**src/rtl/gray_step_controller.sv**
```systemverilog
// Gray-code stepper: issues `steps` quadrature phase steps, one every div+1 clocks.
// Optional signed position counter is enabled by defining GRAY_STEP_POS_EN.
module gray_step_controller #(
  parameter int CNT_W = 8,
  parameter int DIV_W = 8,
  parameter int POS_W = 16
) (
  input  logic             clk,
  input  logic             rst,
  input  logic             start,
  input  logic             dir,
  input  logic [CNT_W-1:0] steps,
  input  logic [DIV_W-1:0] div,
  input  logic             abort,
  output logic [1:0]       phase,
  output logic             busy,
  output logic             done,
  output logic             aborted,
  output logic [CNT_W-1:0] remaining,
`ifdef GRAY_STEP_POS_EN
  output logic [POS_W-1:0] position,
`endif
  output logic [1:0]       state_dbg
);

  typedef enum logic [1:0] {
    IDLE = 2'd0,
    RUN  = 2'd1,
    DONE = 2'd2
  } state_t;

  state_t           state, state_n;
  logic [1:0]       phase_n;
  logic             busy_n, done_n, aborted_n;
  logic [CNT_W-1:0] remaining_n;
  logic [DIV_W-1:0] presc, presc_n;
  logic [DIV_W-1:0] div_q, div_n;
  logic             dir_q, dir_n;

`ifdef GRAY_STEP_POS_EN
  logic [POS_W-1:0] pos_n;
`else
  // Keeps POS_W referenced in the build without the position counter.
  logic [POS_W-1:0] unused_pos;
  assign unused_pos = '0;
`endif

  assign state_dbg = state;

  // Forward: 00->01->11->10, reverse walks the same ring backwards.
  function automatic logic [1:0] gray_step(input logic [1:0] p, input logic fwd);
    if (fwd) return {p[0], ~p[1]};
    else     return {~p[0], p[1]};
  endfunction

  always_ff @(posedge clk or posedge rst) begin
    if (rst) state <= IDLE;
    else     state <= state_n;
  end

  always_ff @(posedge clk or posedge rst) begin
    if (rst) begin
      phase     <= 2'b00;
      busy      <= 1'b0;
      done      <= 1'b0;
      aborted   <= 1'b0;
      remaining <= '0;
      presc     <= '0;
      div_q     <= '0;
      dir_q     <= 1'b0;
`ifdef GRAY_STEP_POS_EN
      position  <= '0;
`endif
    end else begin
      phase     <= phase_n;
      busy      <= busy_n;
      done      <= done_n;
      aborted   <= aborted_n;
      remaining <= remaining_n;
      presc     <= presc_n;
      div_q     <= div_n;
      dir_q     <= dir_n;
`ifdef GRAY_STEP_POS_EN
      position  <= pos_n;
`endif
    end
  end

  always_comb begin
    state_n     = state;
    phase_n     = phase;
    busy_n      = busy;
    done_n      = 1'b0;
    aborted_n   = 1'b0;
    remaining_n = remaining;
    presc_n     = presc;
    div_n       = div_q;
    dir_n       = dir_q;
`ifdef GRAY_STEP_POS_EN
    pos_n       = position;
`endif
    case (state)
      IDLE: begin
        if (start) begin
          if (steps != '0) begin
            state_n     = RUN;
            busy_n      = 1'b1;
            dir_n       = dir;
            div_n       = div;
            remaining_n = steps;
            presc_n     = '0;
          end else begin
            state_n     = DONE;
            done_n      = 1'b1;
            remaining_n = '0;
          end
        end
      end
      RUN: begin
        // Abort wins over a coincident tick: nothing moves on that edge.
        if (abort) begin
          state_n   = DONE;
          busy_n    = 1'b0;
          done_n    = 1'b1;
          aborted_n = 1'b1;
          presc_n   = '0;
        end else if (presc == div_q) begin
          presc_n     = '0;
          phase_n     = gray_step(phase, dir_q);
          remaining_n = remaining - CNT_W'(1);
`ifdef GRAY_STEP_POS_EN
          pos_n       = dir_q ? position + POS_W'(1) : position - POS_W'(1);
`endif
          if (remaining == CNT_W'(1)) begin
            state_n = DONE;
            busy_n  = 1'b0;
            done_n  = 1'b1;
          end
        end else begin
          presc_n = presc + DIV_W'(1);
        end
      end
      DONE: begin
        state_n = IDLE;
      end
      default: begin
        state_n = IDLE;
        busy_n  = 1'b0;
      end
    endcase
  end

endmodule
```
**config.mk**
```make
export PLATFORM = sky130hd
export DESIGN_NAME = gray_step_controller
export DESIGN_NICKNAME = d
export VERILOG_FILES = /design/src/rtl/gray_step_controller.sv
export SDC_FILE = /design/constraint.sdc
export NUM_CORES = 1
export LEC_CHECK = 0
export BUFFER_PORTS_ARGS = -buffer_cell sky130_fd_sc_hd__buf_4
export CELL_PAD_IN_SITES_DETAIL_PLACEMENT = 2
export CELL_PAD_IN_SITES_GLOBAL_PLACEMENT = 2
export CORE_ASPECT_RATIO = 0.75
export CORE_MARGIN = 10
export CORE_UTILIZATION = 31
export CTS_CLUSTER_SIZE = 40
export DETAILED_ROUTE_END_ITERATION = 12
export GPL_ROUTABILITY_DRIVEN = 0
export GPL_TIMING_DRIVEN = 0
export HOLD_SLACK_MARGIN = 0.15
export PLACE_DENSITY_LB_ADDON = 0.15
export SYNTH_ARGS = -nofsm -noshare
export SYNTH_HDL_FRONTEND = slang
export SYNTH_SLANG_ARGS = --single-unit
```
**constraint.sdc**
```tcl
create_clock -name clk -period 1.76 [get_ports clk]
set_input_delay 0.088 -clock clk [delete_from_list [all_inputs] [get_ports clk]]
set_output_delay 0.088 -clock clk [all_outputs]
set_load 0.03 [all_outputs]
```
Word-level counts from Yosys, hierarchy flattened
Cells that the tools add are included.
{"block": "totals", "regBits": 32, "inputBits": 21, "out_inout_bits": 15, "word_cells": 65}
{"block": "op_classes", "addsub": 2, "n_eq_ne": 10, "muxes": 31, "bitwise_logic": 4, "reduce_logical": 9}
{"operator": "2-to-1 mux 8 bit", "count": 8}
{"operator": "one-hot mux 8 bit (2 select lines)", "count": 2}
{"operator": "2-to-1 mux 1 bit", "count": 12}
{"operator": "2-to-1 mux 2 bit", "count": 6}
{"operator": "AND reduction 3 bit", "count": 4}
{"operator": "adder 8 x 1 -> 8 bit (second input constant)", "count": 1}
{"operator": "equality test 8 x 1 -> 1 bit (second input constant)", "count": 1}
{"operator": "equality test 8 bit", "count": 1}
{"operator": "!= test 2 bit (second input constant)", "count": 4}
{"operator": "nonzero test 8 bit", "count": 1}
{"operator": "subtractor 8 x 1 -> 8 bit (second input constant)", "count": 1}
{"operator": "!= test 3 bit (second input constant)", "count": 2}
{"operator": "AND reduction 5 bit", "count": 1}
{"operator": "inverter 1 bit", "count": 4}
{"operator": "one-hot mux 2 bit (2 select lines)", "count": 1}
{"operator": "AND reduction 4 bit", "count": 1}
{"operator": "one-hot mux 1 bit (3 select lines)", "count": 1}
{"operator": "equality test 2 x 1 -> 1 bit (second input constant)", "count": 1}
{"operator": "equality test 2 bit (second input constant)", "count": 1}
{"operator": "logical NOT 2 bit", "count": 1}
{"operator": "one-hot mux 1 bit (2 select lines)", "count": 1}
{"operator": "nonzero test 2 bit", "count": 1}

Logic depth before layout (Yosys ltp)
Gate-level depths: netlist (run 1).
{"block": "logic_depth", "depth_word": 5, "depth_mapped": 7, "mapped_depth_nobuf": 7}

Worst setup path after synthesis (run 1)
OpenSTA, ideal clock, no wires.
{"block": "synth_path", "path_type": "reg-to-reg", "start": "reg remaining[0]", "end": "reg remaining[4]", "setup_ns": 0.142, "arrival_time_ns": 1.704, "required_time_ns": 1.618, "setup_slack_ns": -0.087, "stages_incl_launch_ff": 8, "path_buffers": 0, "period_less_slack_ns": 1.847, "path_cell_list": "dfrtp_1 > inv_1 > ha_1 > or2b_2 > nor4_1 > o21ai_0 > o22ai_1 > o41ai_2"}
{"block": "synth_between", "elab_chain_cells": 4}
{"element": "start, declared", "line": "19", "source": "output logic [CNT_W-1:0] remaining,"}
{"element": "start signal, assigned", "line": "79", "source": "remaining <= remaining_n;"}
{"element": "subtractor 8 x 1 -> 8 bit", "line": "130", "source": "remaining_n = remaining - CNT_W'(1);"}
{"element": "2-to-1 mux 8 bit", "line": "127", "source": "end else if (presc == div_q) begin"}
{"element": "2-to-1 mux 8 bit", "line": "121", "source": "if (abort) begin"}
{"element": "one-hot mux 8 bit (2 select lines)", "line": "102", "source": "case (state)"}
No other way between the ends. The select of a mux whose other input is x is not followed.
A chain may end at the register's enable or synchronous reset.

Final worst setup path (run 1)
{"block": "layout_path", "start": "reg presc[7]", "end": "reg remaining[3]"}
{"block": "layout_between", "elab_chain_cells": 3}
{"element": "start, declared", "line": "36", "source": "logic [DIV_W-1:0] presc, presc_n;"}
{"element": "start signal, assigned", "line": "80", "source": "presc <= presc_n;"}
{"element": "equality test 8 bit", "line": "127"}
{"element": "!= test 2 bit (no line)"}
{"element": "AND reduction 4 bit (no line)"}
No other way between the ends.

==> run summary, run 1 <==
• setup timing — failing checks
• 109.1 um — DIE WIDTH
• yes — TritonCTS clock tree
• sky130_fd_sc_hd__dfrtp_1 — slowest cell on the critical path
• 0.007191 ns — worst setup skew after layout
• 0 — number of hold violations in the final report
• 2 — CTS HTree Levels
• input port to register — type of the tightest min-delay check
• 0.001121 uW — leakage power figure
• 6 — number of detailed-routing iterations run before antenna repair
• 0.08 ns — Clock transition at path regs
• 36 — num ports
• 32 — register bit count reported by yosys
• 0.29 ns — clock latency reported for the late side of the worst-skew pair
• 0 — post-detailed-route count of antenna-violating nets
• 6.640 mm — wire length reported by the detailed router
• 4192 uW — total power consumption of the routed design
• simple AND/OR/NAND/NOR gates — Largest delay share family, worst path
• 20.06 um — final routed wire length divided by cell count
• 1 — CP bufs+invs
• 211 — net count after synthesis
• 10.98 mm — global-route wire length before repair
• 1733 — detailed-route via count
• 2721 um2 — post-route cell area
• 0 — initial antenna violation count
• -0.2611 ns — worst setup slack after placement
• 43.36% — area share of the largest cell type after synthesis
• 276 — layout net count
• 0 — Post-synth EDFFs
• 2218 um2 — cell area after placement
• 187 — post-synthesis instance total
• 0 — Remaining Overflow, GRT
• 10 — crit path max fanout
• 3 — number of setup violations in the final report
• register — Crit. End Element
• 9.876 um2 — synthesized area divided by synthesized cell count
• 9477 um2 — overall die area
• 5796 um2 — area of the placeable core
• 33 — largest net degree at the start of global routing
• 31.87% — Initial Util
• 36.04% — Slew headroom
• 1977 — vias in the first global route
• 102.4% — Tcrit/Tclk final
• 4.725 mm — sum of net half-perimeters after detailed placement
• 24 — number of placement rows
• 2 — buffers from clock root to sink, at most
• register to register — WS Path Type
• 14.69% — all-layer global routing usage
• 0 — count of maximum capacitance violations
• 86.85 um — die outline height
• 743.6 uV — Worst VDD drop
• sky130_fd_sc_hd__dfrtp_1 (43%), sky130_fd_sc_hd__mux2_2 (5.5%), sky130_fd_sc_hd__xor2_1 (4.3%) — top cells by area in the synthesized netlist
• -0.05650 ns — final setup TNS
• 1.97 ns — Worst Path Arrival
• 0.9506 ns — transition time of the tightest slew-check pin
• 0.43 ns — largest incremental delay on the critical path
• 0 — Antenna Cells
• 47.36% — layout overhead on the synthesized area
• 43.36% — sequential share of the synthesized area
• 0.5549 GHz — f_max
• register — CP startpoint kind
• 1.802 ns — final critical path time including I/O delays and setup
• sky130_fd_sc_hd__clkbuf_8 — cell at the root of the clock tree
• 1.93 ns — required time of the worst setup path
• 0 — count of warnings emitted by yosys
• yes — setup repair after global routing missed its margin
• 5.236 — drt via density
• 1847 um2 — synthesized cell area
• 0 — drt drc
• sky130_fd_sc_hd__dfrtp_1 — most used flip-flop cell after synthesis
• 0 — count of final max-slew check failures
• 100.0% — share of async-settable or async-resettable flops after synthesis
• -0.04204 ns — final worst slack
• finished with violations — outcome
• sky130_fd_sc_hd__dfrtp_1 — cell accounting for the most synthesized area
• 32 — Clock Sinks
• 44.27% — share of final-layout standard cells stronger than drive strength 1
• xor2_2 > nor4_4 > nand2_2 > buf_6 > o311ai_2 > o21ai_1 — cell-by-cell listing of the critical path
• 1540 nW/um2 — total power density per cell area
• 35 — number of buffers inserted by port buffering
• 5 — Num CTS Buffers
• 46 — Distinct cells, synth
• 72 — number of DRC markers in iteration 0
## sequential cells by signal (all words and copies together), names as in the netlist
register / count
div_q: 8
phase: 2
busy: 1
done: 1
dir_q: 1
remaining: 8
aborted: 1
state_dbg: 2
presc: 8
## cells by family (layout without fill, tap and decap cells)
logic type / count (synthesis) / in the layout / synth area share [%]
flops: 32 / 32 / 43.36
xor+xnor: 11 / 11 / 5.217
mux: 11 / 11 / 6.572
buf+inv: 17 / 83 / 4.606
compound gates: 48 / 48 / 18.36
fa+ha+maj: 3 / 3 / 2.033
simple gates: 65 / 65 / 19.85
## tightest hold or removal path, stage by stage
cell                      delay (ns)
sky130_fd_sc_hd__buf_4          0.13
sky130_fd_sc_hd__a21oi_1        0.16
sky130_fd_sc_hd__o41ai_2        0.10
## path summary, 6_finish.rpt
| path | start | end | slack [ns] | cells after the start |
|---|---|---|---|---|
| worst max-delay path | presc[7] | remaining[3] | -0.04 | 6 |
| worst min-delay path | steps[4] | remaining[4] | 0.22 | 3 |
| worst max register to register | presc[7] | remaining[3] | -0.04 | 6 |
| worst min register to register | presc[4] | presc[4] | 0.54 | 1 |
| max in group asynchronous | rst | remaining[0] | 0.76 | 3 |
| min in group asynchronous | rst | remaining[6] | 0.48 | 3 |
## synth_stat cells, drive strengths merged, types with 2 or more instances
master  number
o22ai        2
nor3         4
inv          9
nand3       11
and2         2
xnor2        2
a21o         2
buf          6
clkbuf       2
o21ai       13
o21a         3
a21oi       11
ha           3
nor4         8
a31oi        5
nand2       14
mux2         9
a32o         2
nand4        5
and3         3
o41ai        2
dfrtp       32
nor2        11
nand2b       4
xor2         9
mux2i        2
o311ai       2
## repair_timing
item / 4_1_cts / 5_1_grt
hold endpoints to repair: 15 / 32
buffers inserted: 6 / 5
pin swaps: 7 / 13
hold buffers: 14 / 1
gates resized for setup: 18 / 28
setup endpoints to repair: 31 / 30
## where the power goes
group / leakage (uW) / switching (uW) / internal (uW)
Sequential: 0.000391 / 367 / 1000
Clock: 0.0000445 / 300 / 318
Combinational: 0.000686 / 1270 / 934
Total: 0.00112 / 1940 / 2250
## final cells by class
| cell class | instances | area [um2] |
|---|---|---|
| Fill cell | 606 | 3074 |
| Multi-Input combinational cell | 138 | 1147 |
| Sequential cell | 32 | 809.5 |
| Timing Repair Buffer | 61 | 499.2 |
| Tap cell | 78 | 97.59 |
| Clock buffer | 7 | 86.33 |
| Buffer | 5 | 40.04 |
| Inverter | 9 | 33.78 |
| Clock inverter | 1 | 7.507 |
## per-layer routing
layer,up-vias,wire [um],track usage (%)
met5,-,0,0
met2,40,3168,22.51
met1,884,3101,19.59
met3,4,332,4.077
met4,0,37,4.301
li1,805,-,-
## per-stage QoR
| stage | utilization (%) | cells | hold slack (ns) |
|---|---|---|---|
| floorplan | - | 187 | 0.1851 |
| global placement | 38.28 | 300 | 0.3117 |
| detailed placement | 38.28 | 300 | 0.3302 |
| CTS | 44.24 | 326 | 0.1931 |
| global route | 46.96 | 331 | 0.2192 |
| finish | 46.96 | 331 | 0.2181 |
## placed cells by master (no fill, tap or decap), types with 3 or more instances in the layout
cell type	n
sky130_fd_sc_hd__xor2_1	4
sky130_fd_sc_hd__nor4_4	3
sky130_fd_sc_hd__nand3_1	10
sky130_fd_sc_hd__inv_2	4
sky130_fd_sc_hd__nand2_1	11
sky130_fd_sc_hd__buf_4	45
sky130_fd_sc_hd__nand4_1	5
sky130_fd_sc_hd__dfrtp_1	25
sky130_fd_sc_hd__a31oi_1	3
sky130_fd_sc_hd__nor2_1	7
sky130_fd_sc_hd__xor2_2	4
sky130_fd_sc_hd__o21a_1	3
sky130_fd_sc_hd__inv_1	5
sky130_fd_sc_hd__clkbuf_8	6
sky130_fd_sc_hd__nor4_1	4
sky130_fd_sc_hd__mux2_2	9
sky130_fd_sc_hd__a21oi_1	8
sky130_fd_sc_hd__o21ai_1	3
sky130_fd_sc_hd__nor3_1	3
sky130_fd_sc_hd__dfrtp_2	7
sky130_fd_sc_hd__buf_6	3
sky130_fd_sc_hd__o21ai_0	10
sky130_fd_sc_hd__nand2b_1	3
sky130_fd_sc_hd__dlygate4sd3_1	15
Note: power is estimated with default switching activity, not from simulation.
==> inputs of run 2 (changes only) <==
--- a/config.mk
+++ b/config.mk
@@ -10,7 +10,7 @@
 export CELL_PAD_IN_SITES_GLOBAL_PLACEMENT = 2
 export CORE_ASPECT_RATIO = 0.75
 export CORE_MARGIN = 10
-export CORE_UTILIZATION = 31
+export CORE_UTILIZATION = 34
 export CTS_CLUSTER_SIZE = 40
 export DETAILED_ROUTE_END_ITERATION = 12
 export GPL_ROUTABILITY_DRIVEN = 0
==> constraint.sdc (replaced) <==
create_clock -name clk -period 1.84 [get_ports clk]
set_input_delay 0.092 -clock clk [delete_from_list [all_inputs] [get_ports clk]]
set_output_delay 0.092 -clock clk [all_outputs]
set_load 0.03 [all_outputs]
==> run 2 against run 1 <==
  * The run still ends with setup timing left
  * Clock power shrank 3%
  * Sequential cell count is the same
  * Register-to-register slack lost 0.15 ns
  * Sequential power shrank 3%
  * Cell count grew 1.2%
  * Non-clock buffer count grew 7
  * Sequential share of layout area shrank 1.0 points
  * First-iteration DRC count grew 18%
  * Design area grew 3.7%
  * Critical path depth grew 1
  * Count of clock-buffer cells in the layout shrank 2
  * Worst hold slack lost 0.069 ns
  * Critical path type unchanged
  * Critical endpoint is now remaining[6]
==> run summary, run 2 (same netlist as run 1, synthesis figures left out) <==
• 0 — initial antenna violation count
• 2.28 ns — Worst Path Arrival
• 110.5% — Tcrit/Tclk final
• register — CP startpoint kind
• 0.1489 ns — Worst Hold Margin
• div_q: 8 flops, presc: 8 flops, remaining: 8 flops — leading registers by flop count
• 0 — Remaining Overflow, GRT
• 4.552% — M3 GR Usage
• 2.08 ns — required time of the worst setup path
• sky130_fd_sc_hd__clkbuf_8 — cell at the root of the clock tree
• sky130_fd_sc_hd__buf_4 (52), sky130_fd_sc_hd__dfrtp_1 (24), sky130_fd_sc_hd__dlygate4sd3_1 (14) — highest-count cells in the layout ignoring fill and taps
• 4.850 mm — sum of net half-perimeters after detailed placement
• 0.01284 ns — worst setup skew after layout
• 6 — crit path max fanout
• 1890 — detailed-route via count
• 297 — placed insts
• 0 — drt drc
• 0.001196 uW — leakage power figure
• 283 — layout net count
• 46.15% — share of final-layout standard cells stronger than drive strength 1
• 20.54% — met1 usage in global routing
• 28.09% — met2 Resource Use GR
• 34.88% — Initial Util
• 2 — CTS HTree Levels
• setup timing — failing checks
• 615.1 uV — Worst VDD drop
• 83.83 um — die outline height
• 0.4917 GHz — f_max
• 0.30 ns — clock latency reported for the late side of the worst-skew pair
• -0.1939 ns — final worst slack
• 0 — count of maximum capacitance violations
• register — Crit. End Element
• 2.034 ns — final critical path time including I/O delays and setup
• input port to register — type of the tightest min-delay check
• 16.73% — all-layer global routing usage
• 53.31% — share of the core filled with cells
• 52.85% — layout overhead on the synthesized area
• 5.642 — drt via density
• 1.107 ns — transition time of the tightest slew-check pin
• 25.52% — Slew headroom
• 4 — number of detailed-routing iterations run before antenna repair
• 85 — number of DRC markers in iteration 0
• 0.08 ns — Clock transition at path regs
• register to register — WS Path Type
• 1521 nW/um2 — total power density per cell area
• 0 — number of hold violations in the final report
• met2 — most utilized layer in the global route result
• 0 — Antenna Cells
• 32 — Clock Sinks
• 105.1 um — DIE WIDTH
• 8810 um2 — overall die area
• 26.46 um — final routed wire length divided by cell count
• 35 — number of buffers inserted by port buffering
• 8.865 mm — wire length reported by the detailed router
• 36 — num ports
• 16 — number of setup violations in the final report
• 2 — buffers from clock root to sink, at most
• finished with violations — outcome
• 0 — post-detailed-route count of antenna-violating nets
• 23 — number of placement rows
• 335 — final instance count without filler cells
• 2049 — vias in the first global route
• yes — TritonCTS clock tree
• 33 — largest net degree at the start of global routing
• sky130_fd_sc_hd__buf_4 — most common cell after layout, fill and taps aside
• 0 — count of final max-slew check failures
• 11.65 mm — global-route wire length before repair
• 5 — Num CTS Buffers
• 5295 um2 — area of the placeable core
• yes — setup repair after global routing missed its margin
• 4295 uW — total power consumption of the routed design
-- run 2: changes by cell type in the layout (fill, tap and decap cells not counted), moves of 2 or more --
| cell | before | now |
|---|---|---|
| sky130_fd_sc_hd__o21ai_1 | 3 | 7 |
| sky130_fd_sc_hd__nand2_2 | 2 | 0 |
| sky130_fd_sc_hd__buf_4 | 45 | 52 |
| sky130_fd_sc_hd__o21ai_0 | 10 | 6 |
| sky130_fd_sc_hd__inv_2 | 4 | 2 |
| sky130_fd_sc_hd__buf_6 | 3 | 1 |
| sky130_fd_sc_hd__nor4_1 | 4 | 2 |
-- run 2: final cells by class --
class / count / area, um2
Sequential cell: 32 / 810.8
Inverter: 9 / 33.78
Fill cell: 542 / 2472
Clock inverter: 3 / 23.77
Tap cell: 75 / 93.84
Buffer: 5 / 37.54
Clock buffer: 5 / 68.82
Timing Repair Buffer: 68 / 586.8
Multi-Input combinational cell: 138 / 1167
-- run 2: worst paths after layout --
check / startpoint / end / slack, ns / cells past startpoint
max in group asynchronous: rst / presc[4] / 1.09 / 4
max: presc[4] / remaining[6] / -0.19 / 7
min: steps[5] / remaining[5] / 0.15 / 4
max reg2reg: presc[4] / remaining[6] / -0.19 / 7
min reg2reg: div_q[1] / div_q[1] / 0.57 / 1
min in group asynchronous: rst / state_dbg[0] / 0.32 / 3
-- run 2: timing repair --
action | in CTS | in global routing
buffers inserted | 4 | 13
cloned | 0 | 1
hold endpoints to repair | 14 | 32
gates resized for setup | 11 | 43
endpoints found under the setup margin | 27 | 28
hold buffers | 13 | 1
pin swaps | 2 | 16
-- run 2: worst max-delay path, stage by stage, from the launching register on --
cell                      delay, ns
sky130_fd_sc_hd__dfrtp_2       0.49
sky130_fd_sc_hd__xor2_2        0.21
sky130_fd_sc_hd__nor4_4        0.34
sky130_fd_sc_hd__buf_4         0.20
sky130_fd_sc_hd__buf_4         0.11
sky130_fd_sc_hd__a31oi_2       0.19
sky130_fd_sc_hd__o21ai_1       0.26
sky130_fd_sc_hd__o31a_1        0.17
-- run 2: metal layers --
| layer | wire length (um) | part of all wire [%] |
|---|---|---|
| met3 | 402 | 4.5 |
| met5 | 0 | 0 |
| met1 | 3811 | 43 |
| met4 | 311 | 3.5 |
| met2 | 4339 | 49 |
-- run 2: where the power goes --
| group | leakage (uW) | switching (uW) | internal [uW] |
|---|---|---|---|
| Sequential | 0.000389 | 375 | 956 |
| Clock | 0.0000404 | 329 | 268 |
| Combinational | 0.000767 | 1420 | 946 |
| Total | 0.00120 | 2120 | 2170 |
-- run 2: through the flow --
stage | setup TNS, ns | setup WS, ns | area, um2
final | -1.357 | -0.1939 | 2823
after global routing | -2.612 | -0.2815 | 2823
after CTS | -0.5942 | -0.1154 | 2492
after detailed placement | -2.892 | -0.2364 | 2205
after global placement | -1.448 | -0.1556 | 2205
after floorplan | 0 | 0.009588 | 1848
